--- config.mk ---
export PLATFORM = sky130hd
export DESIGN_NAME = multicycle_ctrl
export DESIGN_NICKNAME = d
export VERILOG_FILES = /design/src/rtl/ctrl_pkg.sv /design/src/rtl/ctrl_decoder.sv /design/src/rtl/multicycle_ctrl.sv
export SDC_FILE = /design/constraint.sdc
export NUM_CORES = 1
export LEC_CHECK = 0
export CAP_MARGIN = 20
export CORE_ASPECT_RATIO = 0.8
export CORE_MARGIN = 5
export CORE_UTILIZATION = 47
export DETAILED_ROUTE_END_ITERATION = 12
export PLACE_DENSITY = 0.83
export SLEW_MARGIN = 20
export SYNTH_ARGS = -nofsm -noshare
export SYNTH_HDL_FRONTEND = slang
export SYNTH_SLANG_ARGS = --single-unit
--- constraint.sdc ---
create_clock -name clk -period 2.42 [get_ports clk]
set_clock_uncertainty 0.15 [all_clocks]
set_input_delay 0.363 -clock clk [delete_from_list [all_inputs] [get_ports clk]]
set_output_delay 0.363 -clock clk [all_outputs]
set_load 0.005 [all_outputs]
--- src/rtl/ctrl_pkg.sv ---
// Shared definitions for the multicycle control FSM: state codes, opcode classes,
// mux-select codes and the control word driven toward the datapath.
package ctrl_pkg;

  localparam logic [3:0] ST_FETCH  = 4'd0;
  localparam logic [3:0] ST_DECODE = 4'd1;
  localparam logic [3:0] ST_MEMADR = 4'd2;
  localparam logic [3:0] ST_MEMRD  = 4'd3;
  localparam logic [3:0] ST_MEMWB  = 4'd4;
  localparam logic [3:0] ST_MEMWR  = 4'd5;
  localparam logic [3:0] ST_EXECR  = 4'd6;
  localparam logic [3:0] ST_EXECI  = 4'd7;
  localparam logic [3:0] ST_ALUWB  = 4'd8;
  localparam logic [3:0] ST_BRANCH = 4'd9;

  typedef enum logic [3:0] {
    FETCH  = ST_FETCH,
    DECODE = ST_DECODE,
    MEMADR = ST_MEMADR,
    MEMRD  = ST_MEMRD,
    MEMWB  = ST_MEMWB,
    MEMWR  = ST_MEMWR,
    EXECR  = ST_EXECR,
    EXECI  = ST_EXECI,
    ALUWB  = ST_ALUWB,
    BRANCH = ST_BRANCH
  } state_t;

  localparam logic [1:0] OP_DP  = 2'b00;
  localparam logic [1:0] OP_MEM = 2'b01;
  localparam logic [1:0] OP_BR  = 2'b10;
  localparam logic [1:0] OP_ILL = 2'b11;

  localparam logic       ADR_PC   = 1'b0;
  localparam logic       ADR_ALU  = 1'b1;
  localparam logic       SRCA_REG = 1'b0;
  localparam logic       SRCA_PC  = 1'b1;
  localparam logic [1:0] SRCB_REG  = 2'b00;
  localparam logic [1:0] SRCB_IMM  = 2'b01;
  localparam logic [1:0] SRCB_FOUR = 2'b10;
  localparam logic [1:0] RES_ALUOUT = 2'b00;
  localparam logic [1:0] RES_DATA   = 2'b01;
  localparam logic [1:0] RES_ALU    = 2'b10;

  typedef struct packed {
    logic       pc_write;
    logic       ir_write;
    logic       reg_write;
    logic       mem_write;
    logic       adr_src;
    logic       alu_src_a;
    logic [1:0] alu_src_b;
    logic [1:0] result_src;
    logic       alu_op;
  } ctrl_word_t;

  // States whose exit back to FETCH retires an instruction.
  function automatic logic is_retire(input state_t s);
    return (s == MEMWB) || (s == MEMWR) || (s == ALUWB) || (s == BRANCH);
  endfunction

endpackage

--- src/rtl/ctrl_decoder.sv ---
// Combinational control-word table: current state plus cond_ex/mem_ready gating
// produce the datapath enables and mux selects.
module ctrl_decoder
  import ctrl_pkg::*;
(
  input  state_t     state,
  input  logic       cond_ex,
  input  logic       mem_ready,
  output ctrl_word_t ctrl
);

  always_comb begin
    ctrl = '0;
    case (state)
      FETCH: begin
        ctrl.adr_src    = ADR_PC;
        ctrl.alu_src_a  = SRCA_PC;
        ctrl.alu_src_b  = SRCB_FOUR;
        ctrl.result_src = RES_ALU;
        ctrl.ir_write   = mem_ready;
        ctrl.pc_write   = mem_ready;
      end
      DECODE: begin
        ctrl.alu_src_a  = SRCA_PC;
        ctrl.alu_src_b  = SRCB_FOUR;
        ctrl.result_src = RES_ALU;
      end
      MEMADR: begin
        ctrl.alu_src_a = SRCA_REG;
        ctrl.alu_src_b = SRCB_IMM;
      end
      MEMRD: ctrl.adr_src = ADR_ALU;
      MEMWB: begin
        ctrl.result_src = RES_DATA;
        ctrl.reg_write  = cond_ex;
      end
      MEMWR: begin
        ctrl.adr_src   = ADR_ALU;
        ctrl.mem_write = cond_ex & mem_ready;
      end
      EXECR: begin
        ctrl.alu_src_a = SRCA_REG;
        ctrl.alu_src_b = SRCB_REG;
        ctrl.alu_op    = 1'b1;
      end
      EXECI: begin
        ctrl.alu_src_a = SRCA_REG;
        ctrl.alu_src_b = SRCB_IMM;
        ctrl.alu_op    = 1'b1;
      end
      ALUWB: begin
        ctrl.result_src = RES_ALUOUT;
        ctrl.reg_write  = cond_ex;
      end
      BRANCH: begin
        ctrl.alu_src_a  = SRCA_REG;
        ctrl.alu_src_b  = SRCB_IMM;
        ctrl.result_src = RES_ALU;
        ctrl.pc_write   = cond_ex;
      end
      default: ctrl = '0;
    endcase
  end

endmodule

--- src/rtl/multicycle_ctrl.sv ---
// Multicycle processor main control FSM with retired-instruction counter.
// Define MULTICYCLE_CTRL_STALL_EN to add mem_ready wait states on FETCH/MEMRD/MEMWR.
module multicycle_ctrl
  import ctrl_pkg::*;
#(
  parameter int CNT_W = 16
) (
  input  logic             clk,
  input  logic             reset,
`ifdef MULTICYCLE_CTRL_STALL_EN
  input  logic             mem_ready,
`endif
  input  logic [1:0]       op,
  input  logic [5:0]       funct,
  input  logic             cond_ex,
  output logic             pc_write,
  output logic             ir_write,
  output logic             reg_write,
  output logic             mem_write,
  output logic             adr_src,
  output logic             alu_src_a,
  output logic [1:0]       alu_src_b,
  output logic [1:0]       result_src,
  output logic             alu_op,
  output logic             undef,
  output logic [CNT_W-1:0] instr_cnt
);

`ifdef MULTICYCLE_CTRL_STALL_EN
  logic mem_rdy;
  assign mem_rdy = mem_ready;
`else
  logic mem_rdy;
  assign mem_rdy = 1'b1;
`endif

  state_t           state_reg, state_next;
  logic [CNT_W-1:0] cnt_reg;
  logic             undef_reg;
  logic             retire;
  ctrl_word_t       ctrl;

  logic unused_funct;
  assign unused_funct = ^funct[4:1];

  always_comb begin
    state_next = FETCH;
    case (state_reg)
      FETCH:  state_next = mem_rdy ? DECODE : FETCH;
      DECODE: begin
        case (op)
          OP_MEM:  state_next = MEMADR;
          OP_DP:   state_next = funct[5] ? EXECI : EXECR;
          OP_BR:   state_next = BRANCH;
          default: state_next = FETCH;
        endcase
      end
      MEMADR: state_next = funct[0] ? MEMRD : MEMWR;
      MEMRD:  state_next = mem_rdy ? MEMWB : MEMRD;
      MEMWB:  state_next = FETCH;
      MEMWR:  state_next = mem_rdy ? FETCH : MEMWR;
      EXECR:  state_next = ALUWB;
      EXECI:  state_next = ALUWB;
      ALUWB:  state_next = FETCH;
      BRANCH: state_next = FETCH;
      default: state_next = FETCH;
    endcase
  end

  assign retire = is_retire(state_reg) && (state_next == FETCH);

  // undef is registered: it pulses during the FETCH cycle following an illegal DECODE.
  always_ff @(posedge clk or negedge reset) begin
    if (!reset) begin
      state_reg <= FETCH;
      cnt_reg   <= '0;
      undef_reg <= 1'b0;
    end else begin
      state_reg <= state_next;
      undef_reg <= (state_reg == DECODE) && (op == OP_ILL);
      if (retire) cnt_reg <= cnt_reg + CNT_W'(1);
    end
  end

  ctrl_decoder u_decoder (
    .state     (state_reg),
    .cond_ex   (cond_ex),
    .mem_ready (mem_rdy),
    .ctrl      (ctrl)
  );

  // Enables are masked combinationally so a mid-instruction reset never leaks a write.
  assign pc_write   = ctrl.pc_write  & reset;
  assign ir_write   = ctrl.ir_write  & reset;
  assign reg_write  = ctrl.reg_write & reset;
  assign mem_write  = ctrl.mem_write & reset;
  assign adr_src    = ctrl.adr_src;
  assign alu_src_a  = ctrl.alu_src_a;
  assign alu_src_b  = ctrl.alu_src_b;
  assign result_src = ctrl.result_src;
  assign alu_op     = ctrl.alu_op;
  assign undef      = undef_reg;
  assign instr_cnt  = cnt_reg;

endmodule
## Word-level counts from Yosys, hierarchy flattened

Cells that the tools add are included.

| cells by class | value |
|---|---|
| $add $sub $neg | 1 |
| equal/unequal tests | 12 |
| mux-type cells | 12 |
| bitwise gates (word level) | 4 |
| reductions and logical operators | 14 |

Operator list:

| kind | count |
|---|---|
| 4-bit one-hot mux with 5 select lines | 1 |
| 16-bit by 1-bit adder with 16-bit output (second input constant) | 1 |
| 4-bit by 3-bit == test with 1-bit output (second input constant) | 4 |
| 4-bit one-hot mux with 3 select lines | 1 |
| 4-bit by 2-bit == test with 1-bit output (second input constant) | 2 |
| 4-bit == test (second input constant) | 2 |
| 4-bit logical NOT | 2 |
| 2-bit OR reduction | 4 |
| 1-bit two-way mux | 6 |
| 3-bit one-hot mux with 2 select lines | 1 |
| 3-bit OR reduction | 2 |
| 1-bit bitwise AND | 4 |
| 2-bit == test (second input constant) | 2 |
| 4-bit by 1-bit == test with 1-bit output (second input constant) | 1 |
| 2-bit one-hot mux with 2 select lines | 1 |
| 1-bit logical OR | 3 |
| 3-bit two-way mux | 1 |
| 2-bit by 1-bit == test with 1-bit output (second input constant) | 1 |
| 1-bit logical AND | 2 |
| 2-bit logical NOT | 1 |
| 1-bit one-hot mux with 2 select lines | 1 |

| storage, ports and cells | value |
|---|---|
| bits in registers | 21 |
| input port bits | 11 |
| output and inout port bits | 28 |
| logic and storage cells | 46 |

## Longest topological paths before layout

Gate-level depths: netlist of run 1.

| logic depth | value |
|---|---|
| depth after elaboration | 5 |
| depth in mapped cells | 5 |
| depth with buffers taken out | 4 |

## Cells and area by module

Synthesis of run 1 repeated with hierarchy kept, for this count alone.

| unflattened totals | value |
|---|---|
| cell total of the unflattened synthesis | 118 |
| area, all modules | 1159.9 sq um |

Modules (own cells, without submodules):

| module | times used | cells an instance | area each (sq um) | sequential area each (sq um) |
|---|---|---|---|---|
| multicycle_ctrl | 1 | 93 | 987.2 | 525.5 |
| ctrl_decoder | 1 | 25 | 172.7 | 0.0 |

## Least setup slack after synthesis of run 1

OpenSTA, ideal clock, no wires.

| path | value |
|---|---|
| path type | register to output |
| from | reg state_reg[1] |
| to | out alu_src_b[1] |
| arrival time | 1163 ps |
| data required time | 1907 ps |
| slack | 744 ps |
| stages on the path, launching flop included | 5 |
| path buffers | 3 |
| path through | dfrtp_1 buf_2 clkbuf_1 nor3_1 buf_4 |

| on the way | value |
|---|---|
| word-level cells in the longest chain between the ends | 3 |
| elaborated cells on any way between the ends | 8 |
| those cells by class | 4 x eq/ne; 1 x mux; 3 x reduce/logical |

RTL lines:

| what | line | source |
|---|---|---|
| start: declaration | multicycle_ctrl.sv:37 | `state_t state_reg, state_next;` |
| start signal: assignment | multicycle_ctrl.sv:79 | `state_reg <= state_next;` |
| 4-bit == test (tied with other cells) | ctrl_decoder.sv:14 | `case (state)` |
| 3-bit OR reduction (no source line) or 2-bit OR reduction (tied branches) | - |  |
| 3-bit one-hot mux with 2 select lines (*) | ctrl_decoder.sv:14 |  |
| end: declaration | multicycle_ctrl.sv:22 | `output logic [1:0] alu_src_b,` |

Mark *: on every way between the ends. The rest lies on a longest branch, timed or not.

## Worst setup path in the final report of run 1

| path | value |
|---|---|
| from | reg state_reg[2] |
| to | out reg_write |

| on the way | value |
|---|---|
| word-level cells in the longest chain between the ends | 4 |
| elaborated cells on any way between the ends | 5 |
| those cells by class | 2 x eq/ne; 1 x mux; 1 x bitwise; 1 x reduce/logical |

RTL lines:

| what | line | source |
|---|---|---|
| 4-bit by 3-bit == test with 1-bit output or 4-bit == test (tied branches) | ctrl_decoder.sv:14 |  |
| 2-bit OR reduction (no source line) (*) | - |  |
| 1-bit two-way mux (*) | ctrl_decoder.sv:14 |  |
| 1-bit bitwise AND (*) | multicycle_ctrl.sv:95 | `assign reg_write = ctrl.reg_write & reset;` |
| end: declaration | multicycle_ctrl.sv:18 | `output logic reg_write,` |

Marks and branches as above.

==> impl_metrics.toml, run 1 <==
[synth]
syn_area_per_cell_um2 = 10.4
synth_enable_flop_cells = 0
ys_ff_latch = 21
yosysWarningCount = 0
syn-cell-area_um2 = 1090
asyncSetResetFlopFracSynth_pct = 100
synth.distinct_cells = 29
synth_sequential_area_ratio_pct = 48.2
post_synth_inst_count = 105
synth.net_count = 117
synth-main-ff-cell = "sky130_fd_sc_hd__dfrtp_1"

[global_route]
grt_first_pass_wirelength_um = 3800
groute.layer.met3.usage_pct = 5.73
track_usage_pct = 14.3
grt.met1_usage_pct = 17.9
vias_in_the_first_global_route = 846
grt_overflow_total = 0
maximum_number_of_pins_on_one_net_before_global_route_repair = 22
antenna_violations_before_repair = 0
gr_util_met2_pct = 23.7
top_usage_layer = "met2"

[clock_network]
clk_pin_slew_worst_paths_ns = 0.11
cts_root_buf = "sky130_fd_sc_hd__clkbuf_4"
tritoncts = "yes"
maximum_root_to_sink_buffer_count = 2
cts_htree_levels = 1
clock_network_latency_to_the_later_pin_of_the_worst_skew_pair_ns = 0.30
cts_num_sinks = 21
number_of_buffers_added_by_the_clock_tree_synthesis_step = 3
post_cts_buffers = 0

[setup_path]
path_max_fanout = 8
worst-setup-path-type = "reg2out"
cp-end-kind = "primary output"
worstPathCellList = "xnor2_2 -> nor4_2 -> clkdlybuf4s50_1"
slowest_stage = "sky130_fd_sc_hd__clkdlybuf4s50_1"
critical_path_required_ns = 1.91
crit_path_start_kind = "flop"
cp.arrival_ns = 1.79
max_stage_delay_ns = 0.54

[final_layout]
most_common_cell_after_layout_fill_and_taps_aside = "sky130_fd_sc_hd__clkdlybuf4s50_1"
nFillCells = 171
finalNetCount = 152
area.sequential_um2 = 531
insertedDiodeCount = 0
final_layout_size_suffix_gt1_share_pct = 10.8
layout_common_cells = "sky130_fd_sc_hd__clkdlybuf4s50_1 (34), sky130_fd_sc_hd__dfrtp_1 (17), sky130_fd_sc_hd__xnor2_1 (12)"
multi_input_area_um2 = 536
max_reg_flops = 16
area_growth_syn_to_layout_pct = 35.9

[floorplanning]
core_area_um2 = 2180
num_rows = 15
die_width_um = 63.9
starting_utilization_of_the_core_area_pct = 50.1
io-pin-count = 39
floorplan.die_area_um2 = 3390
die_height_um = 53.1

[sta]
tightest_slew_ns = 0.406
final-setup-viol-count = 0
rsz0062_at_grt = "false"
final_min_period_over_clock_period_pct = 95.1
maxSlewViolCount = 0
period_needed_ns = 2.30
totalNegativeSetupSlack_ns = 0
slew_headroom_pct = 72.8
achievable-frequency_ghz = 0.435
finalHoldViolations = 0

[detailed_routing]
vias = 867
finalWirelength_um = 2220
number_of_antenna_violating_nets_in_the_routed_design = 0
dr.first_iter.drc_count = 15
wl_per_instance_um = 13.6
route.detailed.vias_per_inst = 5.29
drcViolationCount = 0
number_of_search_and_repair_iterations_in_the_first_detailed_routing_pass = 4

[placed_design]
io_buffer_count = 34
gp_congestion = 0.760
dpl.hpwl_um = 1770

[power]
max-vdd-ir-drop_mv = 0.718
power_mw = 1.39
pwr_density_cell_nw_per_um2 = 937
p_leak_nw = 0.607

[min_path]
hold_path.class = "reg2reg"

[run]
drv_cap = 0

[run_status]
outcome = "completed"
[cell type report]
type / instances / area share (%)
Clock buffer: 4 / 1.77
Inverter: 1 / 0.253
Multi-Input combinational cell: 77 / 36.1
Sequential cell: 21 / 35.8
Tap cell: 25 / 2.11
Timing Repair Buffer: 36 / 24.0
[stage by stage]
step / setup slack, ns / cells / area [um2] / util [%] / hold WS [ns]
after floorplan: 0.744 / 105 / 1090 / - / -0.0826
after global placement: 0.190 / 160 / 1440 / 66.3 / 0.309
after detailed placement: 0.189 / 160 / 1440 / 66.3 / 0.314
after CTS: 0.00125 / 164 / 1470 / 67.5 / 0.333
after global routing: 0.00274 / 164 / 1480 / 68.1 / 0.374
final: 0.119 / 164 / 1480 / 68.1 / 0.323
[metal layers]
metal,share of wire (%),wire length (um)
met1,44,970
met2,50,1110
met3,5.9,131
met4,0.31,7
met5,0,0
[synth_stat cells, types with 2 or more instances]
cell,number,area (um2)
sky130_fd_sc_hd__nand3_1,4,20.0
sky130_fd_sc_hd__nand2b_1,3,18.8
sky130_fd_sc_hd__and3_1,4,25.0
sky130_fd_sc_hd__xor2_1,4,35.0
sky130_fd_sc_hd__nand4_1,6,37.5
sky130_fd_sc_hd__xnor2_1,12,105
sky130_fd_sc_hd__a21boi_0,3,22.5
sky130_fd_sc_hd__nand2_1,9,33.8
sky130_fd_sc_hd__nor2_1,8,30.0
sky130_fd_sc_hd__o21ai_0,5,25.0
sky130_fd_sc_hd__dfrtp_1,21,526
sky130_fd_sc_hd__clkbuf_1,3,11.3
sky130_fd_sc_hd__nor3_1,5,25.0
sky130_fd_sc_hd__and2_1,2,12.5
sky130_fd_sc_hd__and4_1,2,17.5
[timing repair]
action | in CTS | in global routing
gates resized for setup | 0 | 6
setup endpoints to repair | 0 | 5
hold buffers | 0 | 0
[worst paths after layout]
path | startpoint | endpoint | slack (ns) | cells past startpoint
worst max-delay path | state_reg[2] | reg_write | 0.12 | 3
worst min-delay path | instr_cnt[15] | instr_cnt[15] | 0.32 | 1
worst max register to register | state_reg[2] | instr_cnt[15] | 0.66 | 4
worst min register to register | instr_cnt[15] | instr_cnt[15] | 0.32 | 1
max in group asynchronous | reset | state_reg[0] | 1.51 | 2
min in group asynchronous | reset | instr_cnt[2] | 0.37 | 2
[where the power goes]
group,switching [mW],total [mW],internal (mW),leakage (nW)
clock,0.0962,0.160,0.0641,0.0150
sequential,0.154,0.588,0.434,0.274
combinational,0.255,0.641,0.387,0.317
total,0.505,1.39,0.884,0.607
[worst max-delay path, delay by kind of cell (launching register included)]
kind,cells,cell delay (ns)
DFF,1,0.49
xor gates and xnor gates,1,0.23
buffers and inverters,1,0.54
and+or+nand+nor,1,0.23
[logic make-up (layout without fill, tap and decap cells)]
kind of cell               Yosys count  count (layout)  share of synthesized area, %
AOI/OAI and AO/OA                   10              10                          5.39
xor gates and xnor gates            17              17                          14.3
adders and majority gates            1               1                          1.15
buffers and inverters                7              41                          3.55
DFF                                 21              21                          48.2
muxes                                1               1                          1.03
and+or+nand+nor                     48              48                          26.4
Note: power is estimated with default switching activity, not from simulation.
==> inputs of run 2 (changes only) <==
Settings changed: CORE_UTILIZATION 47 to 49, CTS_BUF_LIST set to sky130_fd_sc_hd__clkbuf_8, PLACE_DENSITY 0.83 to 0.86.
==> run 2 against run 1 <==
Against the previous run:
- first-iteration DRC count increased by 27%
- register-to-register slack about the same
- flip-flop and latch count unchanged
- worst setup slack better by 0.0045 ns
- clock power grew 36%
- non-clock buffer count up 3
- power grew 7.3%
- sequential share of layout area shrank 1.0 points
- critical path depth is the same
==> impl_metrics.toml, run 2 (synthesized netlist as in run 1, its figures left out) <==
[clock_network]
cts_num_sinks = 21
cts_root_buf = "sky130_fd_sc_hd__clkbuf_8"
clk_pin_slew_worst_paths_ns = 0.07
tritoncts = "yes"
cts_htree_levels = 1
holdBufCountCts = 0
clock_network_latency_to_the_later_pin_of_the_worst_skew_pair_ns = 0.25
maximum_root_to_sink_buffer_count = 2
number_of_buffers_added_by_the_clock_tree_synthesis_step = 3

[setup_path]
crit_start = "state_reg[3]"
r2r_cell_count = 4
timing.rr.start = "state_reg[3]"
worst-r2r-setup-slack_ns = 0.66
critical_path_required_ns = 1.91
crit_path_end = "reg_write"
path_max_fanout = 11
cp.arrival_ns = 1.78
cp-end-kind = "primary output"
crit_path_start_kind = "flop"
worst-setup-path-type = "reg2out"
capturing_point_of_the_worst_reg2reg_path = "instr_cnt[11]"

[floorplanning]
die_width_um = 62.8
starting_utilization_of_the_core_area_pct = 51.0
floorplan.die_area_um2 = 3280
io-pin-count = 39
die_height_um = 52.2
core_area_um2 = 2140
num_rows = 15

[placed_design]
dpl.hpwl_um = 1780
dp_slack_ns = 0.135
io_buffer_count = 34
gp_congestion = 0.761

[global_route]
grt.met1_usage_pct = 18.9
vias_in_the_first_global_route = 840
maximum_number_of_pins_on_one_net_before_global_route_repair = 22
grt_first_pass_wirelength_um = 3910
groute.layer.met3.usage_pct = 4.72
gr_util_met2_pct = 26.6
track_usage_pct = 15.6
top_usage_layer = "met2"
antenna_violations_before_repair = 0
grt_overflow_total = 0

[min_path]
worst_hold_path.num_cells = 1
hold_path.class = "reg2reg"

[sta]
tightest_slew_ns = 0.419
layout_setup_ws_ns = 0.124
finalHoldViolations = 0
final-setup-viol-count = 0
final_min_period_over_clock_period_pct = 94.9
maxSlewViolCount = 0
totalNegativeSetupSlack_ns = 0
rsz0062_at_grt = "false"
achievable-frequency_ghz = 0.436
slew_headroom_pct = 71.9
period_needed_ns = 2.30

[run]
drv_cap = 0

[power]
power_mw = 1.49
max-vdd-ir-drop_mv = 0.749
p_leak_nw = 0.635
pwr_density_cell_nw_per_um2 = 979

[detailed_routing]
wl_per_instance_um = 14.0
vias = 883
route.detailed.vias_per_inst = 5.29
number_of_search_and_repair_iterations_in_the_first_detailed_routing_pass = 4
finalWirelength_um = 2350
number_of_antenna_violating_nets_in_the_routed_design = 0
dr.first_iter.drc_count = 19
drcViolationCount = 0

[final_layout]
insertedDiodeCount = 0
final_layout_size_suffix_gt1_share_pct = 12.0
finalNetCount = 155
area_growth_syn_to_layout_pct = 39.6
layout_common_cells = "sky130_fd_sc_hd__clkdlybuf4s50_1 (34), sky130_fd_sc_hd__dfrtp_1 (18), sky130_fd_sc_hd__xnor2_1 (12)"
most_common_cell_after_layout_fill_and_taps_aside = "sky130_fd_sc_hd__clkdlybuf4s50_1"
max_reg_flops = 16

[run_status]
outcome = "completed"
-- run 2: cell count changes in the layout (fill, tap and decap cells not counted) --
cell	delta
sky130_fd_sc_hd__buf_4	+3
sky130_fd_sc_hd__clkbuf_1	-1
sky130_fd_sc_hd__clkbuf_4	-3
sky130_fd_sc_hd__clkbuf_8	+3
sky130_fd_sc_hd__dfrtp_1	+1
sky130_fd_sc_hd__dfrtp_2	-1
sky130_fd_sc_hd__inv_1	+1
-- run 2: layout make-up --
cell class	instances	area, um2
clock buffer	3	41.3
clock inverter	1	3.75
fill	161	617
inverter	1	3.75
multi-input combinational	77	536
sequential	21	529
tap	25	31.3
timing repair buffer	39	378
-- run 2: worst max-delay path: stages, from the launching register on --
cell	delay (ns)
sky130_fd_sc_hd__dfrtp_2	0.49
sky130_fd_sc_hd__xnor2_2	0.23
sky130_fd_sc_hd__nor4_2	0.26
sky130_fd_sc_hd__clkdlybuf4s50_1	0.55
-- run 2: repair_timing --
item / in CTS / in global routing
endpoints found under the setup margin: 0 / 4
resized for setup: 0 / 5
setup buffers: 0 / 3
-- run 2: worst min path at each step --
stage,startpoint,to,slack [ns]
after floorplan,reset,instr_cnt[0],-0.08
after global placement,instr_cnt[15],instr_cnt[15],0.31
after detailed placement,instr_cnt[15],instr_cnt[15],0.32
after CTS,instr_cnt[15],instr_cnt[15],0.33
after global routing,instr_cnt[11],instr_cnt[11],0.38
final,instr_cnt[15],instr_cnt[15],0.32
-- run 2: power breakdown --
part	leakage (nW)	internal, mW	switching [mW]	total (mW)
combinational	0.333	0.413	0.272	0.686
clock	0.0269	0.113	0.104	0.217
sequential	0.275	0.432	0.155	0.588
-- run 2: per-stage QoR --
stage / cells / util, % / area, um2 / hold WS (ns)
after CTS: 164 / 69.5 / 1490 / 0.329
after global routing: 167 / 71.2 / 1520 / 0.379
final: 167 / 71.2 / 1520 / 0.323
after floorplan: 105 / - / 1090 / -0.0826
after global placement: 160 / 67.4 / 1440 / 0.311
after detailed placement: 160 / 67.4 / 1440 / 0.319
-- run 2: layer usage --
| metal | part of all wire [%] | up-vias | wire length, um |
|---|---|---|---|
| met5 | 0 | - | 0 |
| met2 | 51 | 15 | 1190 |
| met4 | 0.72 | 0 | 17 |
| li1 | - | 438 | - |
| met3 | 5.1 | 2 | 120 |
| met1 | 44 | 428 | 1020 |
==> inputs of run 3 (changes only) <==
Settings changed: RECOVER_POWER set to 50.
==> run 3 against run 2 <==
Against the previous run:
- flip-flop and latch count unchanged
- worst setup slack got worse by 0.024 ns
- clock power hardly changed
- clock-buffer cell count unchanged
- sequential power barely moved
- sequential share of layout area is 0.086 points higher
- utilization is 0.18 points lower
- global-route usage unchanged
- final cell count is the same
- power about the same
- largest power group unchanged
==> impl_metrics.toml, run 3 (synthesized netlist as in run 1, its figures left out) <==
[detailed_routing]
route.detailed.vias_per_inst = 5.28
number_of_search_and_repair_iterations_in_the_first_detailed_routing_pass = 4
finalWirelength_um = 2350
drcViolationCount = 0
vias = 882
wl_per_instance_um = 14.1
dr.first_iter.drc_count = 20
number_of_antenna_violating_nets_in_the_routed_design = 0

[setup_path]
path_max_fanout = 4
crit_path_end = "reg_write"
cp-end-kind = "primary output"
crit_start = "reset"
cp.arrival_ns = 1.81
slowest_stage = "sky130_fd_sc_hd__dlygate4sd3_1"
r2r_cell_count = 4
critical_path_required_ns = 1.91
worstPathCellList = "dlygate4sd3_1 -> nand2_1 -> nor4_2 -> clkdlybuf4s50_1"
crit_path_start_kind = "input port"
capturing_point_of_the_worst_reg2reg_path = "instr_cnt[11]"
max_stage_delay_ns = 0.62
timing.rr.start = "state_reg[3]"
worst-r2r-setup-slack_ns = 0.66
worst-setup-path-type = "in2out"

[final_layout]
insertedDiodeCount = 0
fin_util_pct = 71.0
area_growth_syn_to_layout_pct = 39.2
finalNetCount = 155
most_common_cell_after_layout_fill_and_taps_aside = "sky130_fd_sc_hd__clkdlybuf4s50_1"
max_reg_flops = 16
final_cell_count_no_fill = 167
final_layout_size_suffix_gt1_share_pct = 11.3
postLayoutCellArea_um2 = 1520
layout_common_cells = "sky130_fd_sc_hd__clkdlybuf4s50_1 (33), sky130_fd_sc_hd__dfrtp_1 (18), sky130_fd_sc_hd__xnor2_1 (12)"

[global_route]
track_usage_pct = 15.6
maximum_number_of_pins_on_one_net_before_global_route_repair = 22
vias_in_the_first_global_route = 840
grt_first_pass_wirelength_um = 3910
antenna_violations_before_repair = 0
grt_overflow_total = 0

[power]
p_seq_share_pct = 39.5
cell_internal_pwr_mw = 0.957
p_leak_nw = 0.632
power.share.clock_pct = 14.6
switching_share_pct = 35.7
p_sw_mw = 0.531
max-vdd-ir-drop_mv = 0.749
combinational_cell_fraction_of_total_power_pct = 46.0
power_mw = 1.49
pwr_density_cell_nw_per_um2 = 980

[floorplanning]
starting_utilization_of_the_core_area_pct = 51.0
io-pin-count = 39
die_height_um = 52.2
die_width_um = 62.8
core_area_um2 = 2140
num_rows = 15
floorplan.die_area_um2 = 3280

[placed_design]
dp_slack_ns = 0.135
numPlacedInstances = 160
io_buffer_count = 34
cell_area_reported_after_detailed_placement_um2 = 1440
gp_congestion = 0.761
dpl.hpwl_um = 1780

[clock_network]
cts_htree_levels = 1
cts_root_buf = "sky130_fd_sc_hd__clkbuf_8"
tritoncts = "yes"
clk_pin_slew_worst_paths_ns = 0.07
maximum_root_to_sink_buffer_count = 2
clock_network_latency_to_the_later_pin_of_the_worst_skew_pair_ns = 0.25
number_of_buffers_added_by_the_clock_tree_synthesis_step = 3
cts_num_sinks = 21
holdBufCountCts = 0

[sta]
holdWs_ns = 0.323
achievable-frequency_ghz = 0.431
rsz0062_at_grt = "false"
maxSlewViolCount = 0
final_min_period_over_clock_period_pct = 95.9
layout_setup_ws_ns = 0.0995
final-setup-viol-count = 0
period_needed_ns = 2.32
tightest_slew_ns = 1.10
finalHoldViolations = 0
totalNegativeSetupSlack_ns = 0
slew_headroom_pct = 26.9

[run_status]
outcome = "completed"

[run]
drv_cap = 0

[min_path]
hold_path.class = "reg2reg"
## run 3: cell count changes in the layout (fill, tap and decap cells not counted)
cell,previous run,this run
sky130_fd_sc_hd__buf_4,5,4
sky130_fd_sc_hd__clkbuf_1,0,1
sky130_fd_sc_hd__clkdlybuf4s50_1,34,33
sky130_fd_sc_hd__dlygate4sd3_1,0,1
## run 3: repair_timing
item / 4_1_cts / 5_1_grt
gates resized for setup: 0 / 5
endpoints found under the setup margin: 0 / 4
buffers inserted: 0 / 3
## run 3: worst max-delay path, delay by kind of cell
kind                   cells  cell delay, ns
buffers and inverters      2            1.17
and+or+nand+nor            2            0.28
## run 3: layout make-up
cell class,count,area [um2]
fillers,163,621
multi-input cells,77,536
flip-flops and latches,21,529
repair buffers,39,374
clock buffers,3,41.3
well taps,25,31.3
clock inverters,1,3.75
inverters,1,3.75
## run 3: worst min-delay path by stage
stage,start,endpoint,slack (ns),depth (start not counted)
5_1_grt,instr_cnt[11],instr_cnt[11],0.38,1
6_report,instr_cnt[15],instr_cnt[15],0.32,1
3_3_place_gp,instr_cnt[15],instr_cnt[15],0.31,1
3_5_place_dp,instr_cnt[15],instr_cnt[15],0.32,1
4_1_cts,instr_cnt[15],instr_cnt[15],0.33,1
2_1_floorplan,reset,instr_cnt[0],-0.08,0
## run 3: routing by layer
metal | up-vias | part of all wire [%] | global-route usage, %
li1 | 438 | - | -
met1 | 427 | 44 | 18.9
met2 | 15 | 51 | 26.6
met3 | 2 | 5.0 | 4.72
met4 | 0 | 0.72 | 5.30
met5 | - | 0 | 0
## run 3: power by group through the flow
| stage | clock, mW | combinational [mW] | sequential (mW) |
|---|---|---|---|
| 6_report | 0.217 | 0.684 | 0.588 |
| 2_1_floorplan | 0 | 0.411 | 0.506 |
| 3_3_place_gp | 0 | 0.627 | 0.578 |
| 3_5_place_dp | 0 | 0.649 | 0.586 |
| 4_1_cts | 0.226 | 0.652 | 0.579 |
| 5_1_grt | 0.241 | 0.745 | 0.609 |
